[src/rtl/lift_pkg.sv]
// Shared lift definitions: floor encoding, door sequencer states,
// hall-call bit positions and the floor-to-call ownership map.
// Used by lift_call_panel and the lift controller.
package lift_pkg;

    typedef enum logic [1:0] {
        FLOOR_G    = 2'd0,
        FLOOR_1    = 2'd1,
        FLOOR_2    = 2'd2,
        FLOOR_NONE = 2'd3
    } floor_t;

    typedef enum logic [1:0] {
        IDLE  = 2'd0,
        OPEN  = 2'd1,
        CLOSE = 2'd2
    } door_st_t;

    localparam int CALL_G_UP = 0;
    localparam int CALL_F_UP = 1;
    localparam int CALL_F_DN = 2;
    localparam int CALL_S_DN = 3;

    // Calls served by a stop at floor f. The first floor serves both
    // directions together; between floors nothing is served.
    function automatic logic [3:0] calls_owned(input floor_t f);
        logic [3:0] m;
        m = '0;
        case (f)
            FLOOR_G: m[CALL_G_UP] = 1'b1;
            FLOOR_1: begin
                m[CALL_F_UP] = 1'b1;
                m[CALL_F_DN] = 1'b1;
            end
            FLOOR_2: m[CALL_S_DN] = 1'b1;
            default: m = '0;
        endcase
        return m;
    endfunction

endpackage

[src/rtl/lift_door_timer.sv]
// Door dwell down-counter.
//   clk, reset : clock, async active-high reset
//   load       : reload count to DOOR_CYCLES-1 (wins over dec)
//   dec        : decrement, holding at zero
//   zero       : terminal count reached
module lift_door_timer #(
    parameter int DOOR_CYCLES = 4,
    parameter int CNT_W       = $clog2(DOOR_CYCLES + 1)
) (
    input  logic clk,
    input  logic reset,
    input  logic load,
    input  logic dec,
    output logic zero
);

    logic [CNT_W-1:0] cnt_q;
    logic [CNT_W-1:0] cnt_d;

    always_comb begin
        cnt_d = cnt_q;
        if (load) begin
            cnt_d = CNT_W'(DOOR_CYCLES - 1);
        end else if (dec && (cnt_q != '0)) begin
            cnt_d = cnt_q - 1'b1;
        end
    end

    always_ff @(posedge clk or posedge reset) begin
        if (reset) begin
            cnt_q <= '0;
        end else begin
            cnt_q <= cnt_d;
        end
    end

    assign zero = (cnt_q == '0);

endmodule

[src/rtl/lift_call_panel.sv]
// Hall-call front end for the 3-floor lift controller.
// Latches hall buttons, presents calls to the controller, clears calls
// when the car stops at their floor and runs the door-open dwell.
//   clk, reset         : clock, async active-high reset
//   btn_g_up .. s_dn   : hall buttons (synchronous levels)
//   car_floor          : car position from controller (3 = between floors)
//   req_g/req_f/req_s  : call requests to controller, gated off unless IDLE
//   door_open          : door open command
//   pending            : latched calls {s_dn, f_dn, f_up, g_up}
//
// state | meaning
// IDLE  | door closed, calls presented, waiting for a call at floor_q
// OPEN  | door open, dwell counting down, same-floor press restarts dwell
// CLOSE | one closed cycle before calls are presented again
module lift_call_panel
    import lift_pkg::*;
#(
    parameter  int DOOR_CYCLES = 4,
    localparam int CNT_W       = $clog2(DOOR_CYCLES + 1)
) (
    input  logic       clk,
    input  logic       reset,
    input  logic       btn_g_up,
    input  logic       btn_f_up,
    input  logic       btn_f_dn,
    input  logic       btn_s_dn,
    input  logic [1:0] car_floor,
    output logic       req_g,
    output logic [1:0] req_f,
    output logic       req_s,
    output logic       door_open,
    output logic [3:0] pending
);

    logic [3:0] btn;
    logic [3:0] btn_q;
    logic [3:0] press;
    logic [3:0] own;
    logic [3:0] pending_q;
    logic [3:0] pending_d;
    floor_t     floor_q;
    door_st_t   state_q;
    door_st_t   state_d;
    logic       door_open_q;
    logic       door_open_d;
    logic       reopen;
    logic       tmr_load;
    logic       tmr_dec;
    logic       tmr_zero;

    assign btn    = {btn_s_dn, btn_f_dn, btn_f_up, btn_g_up};
    assign press  = btn & ~btn_q;
    assign own    = calls_owned(floor_q);
    assign reopen = |(press & own);

    always_comb begin
        state_d   = state_q;
        pending_d = pending_q | press;
        tmr_load  = 1'b0;
        tmr_dec   = 1'b0;
        case (state_q)
            IDLE: begin
                if (|(pending_q & own)) begin
                    state_d   = OPEN;
                    // Same-floor press on this edge is absorbed by the service.
                    pending_d = (pending_q | press) & ~own;
                    tmr_load  = 1'b1;
                end
            end
            OPEN: begin
                pending_d = pending_q | (press & ~own);
                if (reopen) begin
                    tmr_load = 1'b1;
                end else if (tmr_zero) begin
                    state_d = CLOSE;
                end else begin
                    tmr_dec = 1'b1;
                end
            end
            CLOSE: begin
                pending_d = pending_q | (press & ~own);
                if (reopen) begin
                    state_d  = OPEN;
                    tmr_load = 1'b1;
                end else begin
                    state_d = IDLE;
                end
            end
            default: begin
                state_d = IDLE;
            end
        endcase
        door_open_d = (state_d == OPEN);
    end

    always_ff @(posedge clk or posedge reset) begin
        if (reset) begin
            state_q     <= IDLE;
            door_open_q <= 1'b0;
            pending_q   <= '0;
            btn_q       <= '0;
            floor_q     <= FLOOR_NONE;
        end else begin
            state_q     <= state_d;
            door_open_q <= door_open_d;
            pending_q   <= pending_d;
            btn_q       <= btn;
            floor_q     <= floor_t'(car_floor);
        end
    end

    lift_door_timer #(
        .DOOR_CYCLES (DOOR_CYCLES),
        .CNT_W       (CNT_W)
    ) u_door_timer (
        .clk   (clk),
        .reset (reset),
        .load  (tmr_load),
        .dec   (tmr_dec),
        .zero  (tmr_zero)
    );

    // Requests come straight from flops; the controller never sees a call
    // while the door sequence is running.
    assign req_g     = (state_q == IDLE) & pending_q[CALL_G_UP];
    assign req_f     = (state_q == IDLE) ? {pending_q[CALL_F_UP], pending_q[CALL_F_DN]} : 2'b00;
    assign req_s     = (state_q == IDLE) & pending_q[CALL_S_DN];
    assign door_open = door_open_q;
    assign pending   = pending_q;

endmodule

[config.mk]
export PLATFORM = sky130hd
export DESIGN_NAME = lift_call_panel
export DESIGN_NICKNAME = d
export VERILOG_FILES = /design/src/rtl/lift_pkg.sv /design/src/rtl/lift_door_timer.sv /design/src/rtl/lift_call_panel.sv
export SDC_FILE = /design/constraint.sdc
export NUM_CORES = 1
export LEC_CHECK = 0
export CAP_MARGIN = 0
export CORE_ASPECT_RATIO = 0.9
export CORE_MARGIN = 3
export CORE_UTILIZATION = 29
export CTS_CLUSTER_DIAMETER = 100
export DETAILED_ROUTE_END_ITERATION = 10
export PLACE_DENSITY = 0.6
export SLEW_MARGIN = 20
export SYNTH_ARGS = -nofsm -noshare
export SYNTH_HDL_FRONTEND = slang
export SYNTH_SLANG_ARGS = --single-unit
[constraint.sdc]
create_clock -name clk -period 1.8 [get_ports clk]
set_input_delay 0.36 -clock clk [delete_from_list [all_inputs] [get_ports clk]]
set_output_delay 0.36 -clock clk [all_outputs]
set_load 0.01 [all_outputs]
# Word level (Yosys, flattened, before mapping)

Cells that the tools add are included.

Input bits: 8
Output and inout port bits: 9
Logic and storage cells: 51
Flip-flop bits (word level): 16

$add $sub $neg: 1
Multiplexer cells: 19
Bitwise logic cells: 11
Reductions and logical operators: 9
Eq/ne operators: 5

Operator list:

| cell                  | count |
|---|---|
| $and A4 B4 Y4         | 5 |
| $mux W2               | 5 |
| $mux W1               | 8 |
| $not A4 Y4            | 2 |
| $or A4 B4 Y4          | 2 |
| $pmux W4 S2           | 1 |
| $reduce_or A4 Y1      | 2 |
| $eq A2 B1 Y1 const B  | 3 |
| $mux W3               | 2 |
| $pmux W2 S3           | 1 |
| $eq A2 B2 Y1 const B  | 2 |
| $logic_not A2 Y1      | 2 |
| $mux W4               | 1 |
| $logic_not A3 Y1      | 1 |
| $reduce_bool A3 Y1    | 1 |
| $sub A3 B1 Y3 const B | 1 |
| $and A1 B1 Y1         | 2 |
| $pmux W1 S2           | 1 |
| $reduce_bool A2 Y1    | 1 |
| $reduce_or A2 Y1      | 1 |
| $logic_and A1 B1 Y1   | 1 |

# Depth between registers and ports, before layout

Gate-level depths: netlist of the first run.

Word-level depth: 9
Depth in mapped cells: 6
Gate-level depth less buffers: 6

# Hierarchy

A second synthesis of the first run with hierarchy kept.

Cells, all modules: 92
Area, all modules: 902.1 um^2

By module, submodules not included:

| module          | area each (um^2) | times used | cells an instance | seq. area each (um^2) |
|---|---|---|---|---|
| lift_call_panel | 715.7            | 1          | 74                | 327.8 |
| lift_door_timer | 186.4            | 1          | 18                | 75.1 |

# Worst setup path after synthesis of the first run

OpenSTA, ideal clock, no wires.

Path type: reg2reg
Start point: register state_q[1]
End point: register u_door_timer.cnt_q[1]
Path slack: 0.336 ns
Arrival: 1.341 ns
Library setup time: 0.124 ns
Path buffers: 0
Cell stages (with the launch flop): 6
Clock period less this slack: 1.464 ns
Data required time: 1.676 ns
Cells stage by stage: dfrtp_1 -> inv_1 -> ha_1 -> a21boi_0 -> nand3_2 -> a211o_1

Longest elaborated chain between the ends: 4
Elaborated cells on any way between the ends: 9
Those cells by class: eq/ne: 2; mux: 3; reduce/logical: 4

RTL lines:

| element                                               | line                                         | RTL |
|---|---|---|
| from (decl)                                           | lift_call_panel.sv:42                        | `door_st_t state_q;` |
| from (signal assigned)                                | lift_call_panel.sv:104                       | `state_q <= state_d;` |
| $eq A2 B2 Y1 or $eq A2 B1 Y1 (tied branches)          | lift_call_panel.sv:61                        | `case (state_q)` |
| $reduce_or A2 Y1 (no line) or $mux W1 (tied branches) | --                                           |  |
| $pmux W1 S2 or $logic_and A1 B1 Y1 (tied branches)    | lift_call_panel.sv:61, lift_door_timer.sv:24 |  |
| $mux W3 or $reduce_bool A2 Y1 (tied branches)         | --                                           |  |
| to (signal assigned)                                  | lift_door_timer.sv:33                        | `cnt_q <= cnt_d;` |
| to (decl)                                             | lift_door_timer.sv:17                        | `logic [CNT_W-1:0] cnt_q;` |

Several ways; a longest one is shown, not always the timed one.
A chain may end at the register's enable or synchronous reset.

# Worst setup path in the final report of the first run

Start point: register pending_q[2] (netlist: pending[2])
End point: output port pending[2]

RTL lines:

| element                | line                   | RTL |
|---|---|---|
| from (decl)            | lift_call_panel.sv:39  | `logic [3:0] pending_q;` |
| from (signal assigned) | lift_call_panel.sv:106 | `pending_q <= pending_d;` |
| to (decl)              | lift_call_panel.sv:32  | `output logic [3:0] pending` |

No word-level cell between the ends.

==> results_dict.tcl, run 1 <==
set metrics [dict create \
    clock_latency_ns 0.28 \
    yosysMostFrequentCell "dfrtp_1" \
    drtAntennaViolNets 0 \
    ys.warnings.count 0 \
    dieWidth_um 65.3 \
    whs_ns 0.377 \
    clock.fmax_mhz 593 \
    grt_use_met1_pct 13.5 \
    setup_viol 0 \
    hold_viol 0 \
    first_global_vias 716 \
    r2r-start "state_q[0]" \
    clockBufferDepth 2 \
    cts_tree "done" \
    synthTopCellsByArea "dfrtp_1, ha_1, dfstp_2" \
    antenna_cells 0 \
    place_congestion 0.734 \
    synth_seq_cells 16 \
    crit_fanout 6 \
    grt_use_met3_pct 1.90 \
    dr.pass1.iters 4 \
    arrival_ns 1.33 \
    synth_common_cells "dfrtp_1, nor2_1, a21oi_1, ha_1, inv_1" \
    wl_per_cell_um 12.2 \
    cp_top_family "buffers and inverters" \
    cpMaxStageDelayCell "clkdlybuf4s50_1" \
    synth_ff_type "dfrtp_1" \
    async_flop_share_pct 100 \
    grt_max_degree 17 \
    leakage_uw 0.000560 \
    critical_path_class "register to output port" \
    critPathLaunch "pending[2]" \
    status "completed" \
    p_per_area_nw_per_um2 1460 \
    grt-busiest-layer "met2" \
    synth_top_area_share_pct 38.1 \
    cts_max_level 1 \
    crit_buf_inv 1 \
    rsz0062_at_grt "no" \
    clk_pin_slew_ns 0.09 \
    max_stage_delay_ns 0.59 \
    crit_path_start_kind "register" \
    max_slew_margin_pct 75.8 \
    drtIter0Drc 8 \
    numCtsBuffers 3 \
    crit_chain "clkdlybuf4s50_1" \
    slew_viol_final 0 \
    seq_area_frac_synth_pct 43.9 \
    die-area_um2 3880 \
    overflow 0 \
    vias 691 \
    layout.nets 129 \
    synth.avg_cell_area_um2 10.6 \
    cts-hold-fix-buffers 0 \
    drive_gt1_share_pct 26.5 \
    grt_pass1_wl_um 3200 \
    port_buffers 16 \
    cap_violations 0 \
    drc 0 \
    io_pins 17 \
    dp_hpwl_um 1350 \
    nFillCells 314 \
    worstHoldPathType "input pin to asynchronous set/reset pin" \
    cp.required_ns 1.44 \
    synth_edf_count 0 \
    antenna_found_initial 0 \
    initial_utilization_pct 31.9 \
    drt-total-wl_um 1860 \
    via_per_inst 4.52 \
    peakVddDrop_uv 659 \
    crit_path_end_kind "output port" \
    die_h_um 59.4 \
    met2_usage_pct 18.9 \
    synthCells 87 \
    syn_area_um2 918 \
    post-route-period-util_pct 93.6 \
    cts.sinks 16 \
    clock-root-buffer "clkbuf_4" \
    skew_ns 0.000456 \
    yosysTopAreaCell "dfrtp_1" \
    p_total_uw 1770 \
    rows 18 \
    grt_usage_pct 11.2 \
    tightest_slew_ns 0.360 \
    area_growth_pct 31.7 \
    ys_types 36 \
    postSynthNetCount 101 \
    final.min_clock_period_ns 1.69 \
    core_region_area_um2 2880 \
]
cell type report:
cell class	instances	area [um2]	share of cell area, %
flip-flops and latches	16	403	33.3
multi-input cells	64	500	41.4
clock buffers	3	22.5	1.86
inverters	6	22.5	1.86
repair buffers	24	211	17.5
well taps	40	50.0	4.14
report_power, final:
| part | total (uW) | switching (uW) | internal (uW) |
|---|---|---|---|
| logic | 1020 | 461 | 559 |
| registers | 559 | 89.4 | 470 |
| clock network | 188 | 110 | 77.6 |
| total | 1770 | 661 | 1110 |
path summary, 6_finish.rpt:
| kind | end | slack [ns] | cells after the start |
|---|---|---|---|
| worst max-delay path | pending[2] | 0.11 | 1 |
| worst min-delay path | btn_q[2] | 0.38 | 3 |
| worst max register to register | state_q[0] | 0.13 | 8 |
| worst min register to register | u_door_timer.cnt_q[1] | 0.49 | 1 |
| max in group asynchronous | floor_q[0] | 1.17 | 3 |
| min in group clk | floor_q[1] | 0.47 | 1 |
through the flow:
step / instances / cell area (um2) / setup TNS (ns) / setup slack (ns) / utilization (%)
3_3_place_gp: 148 / 1170 / -0.225 / -0.0431 / 40.5
5_1_grt: 153 / 1210 / 0 / 0.00241 / 42.0
4_1_cts: 153 / 1220 / 0 / 0.0000111 / 42.2
2_1_floorplan: 87 / 918 / 0 / 0.336 / -
3_5_place_dp: 148 / 1170 / -0.453 / -0.0900 / 40.5
6_report: 153 / 1210 / 0 / 0.115 / 42.0
layer usage:
metal / part of all wire, % / vias to the layer above
li1: - / 354
met1: 43 / 321
met3: 4.5 / 2
met2: 51 / 14
met4: 1.0 / 0
met5: 0 / -
registers in the layout, summed over array words and instances (netlist names):
| signal | count |
|---|---|
| floor_q | 2 |
| door_open | 1 |
| pending | 4 |
| u_door_timer.cnt_q | 3 |
| btn_q | 4 |
| state_q | 2 |
cell usage in the layout (no fill, tap or decap), types with 3 or more instances in the layout:
cell type        Yosys  final
buf_4                0      8
nor2_1               9      9
clkdlybuf4s50_1      0     12
dlygate4sd2_1        0      3
and2_1               4      4
ha_1                 6      5
dfrtp_1             14     14
nand2_1              4      4
a21oi_1              7      7
inv_1                6      4
o21ai_0              3      3
clkbuf_4             0      3
cells by family after synthesis:
family	count (synthesis)	synth area share, %
multiplexers	1	1.09
flip-flops	16	43.9
AND/OR/NAND/NOR	31	20.3
AO/OA/AOI/OAI	24	21.7
adder cells (fa/ha/maj)	6	8.17
buffers and inverters	7	3.00
XOR/XNOR	2	1.91
timing repair:
item | 4_1_cts | 5_1_grt
pin swaps | 1 | 1
setup endpoints to repair | 4 | 3
buffers inserted | 2 | 0
gates cloned | 0 | 0
gates resized for setup | 8 | 3
(Power assumes the default switching activity.)
==> run 2: changes to the inputs <==
==> constraint.sdc (replaced) <==
create_clock -name clk -period 1.8 [get_ports clk]
set_input_delay 0.18 -clock clk [delete_from_list [all_inputs] [get_ports clk]]
set_output_delay 0.18 -clock clk [all_outputs]
set_load 0.01 [all_outputs]
==> run 2 against run 1 <==
Effect of this change: largest power group unchanged; clock skew up 0.0044 ns; power up 0.76%; flip-flop and latch count unchanged; sequential power about the same.
==> results_dict.tcl, run 2 (synthesis results as in run 1) <==
set metrics [dict create \
    status "completed" \
    dieWidth_um 65.3 \
    dp_hpwl_um 1400 \
    rows 18 \
    place_congestion 0.779 \
    r2r-end "u_door_timer.cnt_q[1]" \
    layout_common_cells "dfrtp_1, clkdlybuf4s50_1, nor2_1, a21oi_1, buf_4" \
    wl_per_cell_um 12.9 \
    peakVddDrop_uv 708 \
    dr.pass1.iters 4 \
    clock-root-buffer "clkbuf_4" \
    antenna_found_initial 0 \
    nFillCells 310 \
    drt-total-wl_um 1950 \
    port_buffers 16 \
    leakage_uw 0.000553 \
    vias 697 \
    cpMaxStageDelayCell "dfrtp_1" \
    grt_max_degree 17 \
    seq_power_share_pct 31.5 \
    clock_latency_ns 0.28 \
    p_per_area_nw_per_um2 1490 \
    post-route-util_pct 41.6 \
    max_slew_margin_pct 58.3 \
    die-area_um2 3880 \
    first_global_vias 794 \
    initial_utilization_pct 31.9 \
    crit_path_start_kind "register" \
    rr_worst_depth 5 \
    io_pins 17 \
    tightest_slew_ns 0.624 \
    internal_power_uw 1110 \
    worstHoldPathType "input pin to asynchronous set/reset pin" \
    numCtsBuffers 3 \
    drive_gt1_share_pct 23.4 \
    cts_max_level 1 \
    post-route-period-util_pct 93.7 \
    core_region_area_um2 2880 \
    final.min_clock_period_ns 1.69 \
    cp_top_family "buffers and inverters" \
    r2r-start "state_q[1]" \
    combPwrFrac_pct 57.8 \
    grt_pass1_wl_um 3380 \
    antenna_cells 0 \
    multiInputGateArea_um2 500 \
    arrival_ns 1.51 \
    layout_commonest_cell "dfrtp_1" \
    crit_buf_inv 3 \
    clockBufferDepth 2 \
    layout.nets 127 \
    crit_path_end_kind "output port" \
    fin_area_um2 1200 \
    clk_pin_slew_ns 0.10 \
    drc 0 \
    hold_viol 0 \
    die_h_um 59.4 \
    cts_tree "done" \
    p_sw_uw 676 \
    crit_fanout 4 \
    clock.fmax_mhz 593 \
    via_per_inst 4.62 \
    drtAntennaViolNets 0 \
    switching_share_pct 37.9 \
    cts.sinks 16 \
    drtIter0Drc 7 \
    max_stage_delay_ns 0.38 \
    setup_viol 0 \
    cp.required_ns 1.62 \
    pwr-share-clk_pct 10.7 \
    crit_chain "inv_1 -> ha_4 -> buf_4 -> and2_1 -> dlygate4sd2_1" \
    reg2reg_slack_ns 0.20 \
    grt_usage_pct 11.8 \
    whs_ns 0.264 \
    rsz0062_at_grt "no" \
    area_growth_pct 30.5 \
    regArea_um2 403 \
    tns_ns 0 \
    skew_ns 0.00481 \
    slew_viol_final 0 \
    critical_path_class "register to output port" \
    overflow 0 \
    dpl_cell_area_um2 1150 \
    cap_violations 0 \
]
==> run 2: cell count changes in the layout (fill, tap and decap cells not counted) <==
cell and delta:
buf_2 -1, buf_4 -2, dlygate4sd2_1 +1, inv_1 +1
inv_2 -1
==> run 2: how the worst max path moves through the flow <==
stage                            endpoint  cells past startpoint       start
floorplan           u_door_timer.cnt_q[1]                      5  state_q[1]
global placement                 req_f[0]                      4  state_q[0]
detailed placement                  req_g                      4  state_q[0]
CTS                                 req_g                      5  state_q[0]
global route                        req_g                      5  state_q[0]
finish                              req_g                      5  state_q[0]
==> run 2: what timing repair did <==
action,4_1_cts,5_1_grt
hold buffers,0,0
endpoints found under the hold margin,0,0
buffers inserted,3,0
gates resized for setup,7,0
endpoints found under the setup margin,4,0
==> run 2: per-layer routing <==
metal	vias up	routed length [um]	track usage (%)
met2	14	968	20.5
met5	-	0	0
met4	0	19	6.21
li1	348	-	-
met1	333	897	13.9
met3	2	66	1.90
==> run 2: power by group through the flow <==
stage          clock network, uW  logic, uW  registers (uW)
6_report                     190       1030             561
5_1_grt                      217       1140             582
4_1_cts                      206       1040             564
3_5_place_dp                   0        961             568
3_3_place_gp                   0        936             563
2_1_floorplan                  0        577             579
==> run 2: final cells by class <==
type,count,share of cell area (%)
Tap cell,40,4.18
Inverter,6,1.88
Timing Repair Buffer,22,16.7
Multi-Input combinational cell,64,41.8
Clock buffer,3,1.88
Sequential cell,16,33.6
==> run 2: per-stage QoR <==
step / power (uW) / setup WS [ns] / cells
global route: 1940 / 0.0151 / 151
CTS: 1810 / 0.0956 / 151
floorplan: 1160 / 0.336 / 87
finish: 1780 / 0.113 / 151
detailed placement: 1530 / 0.0858 / 145
global placement: 1500 / 0.141 / 145
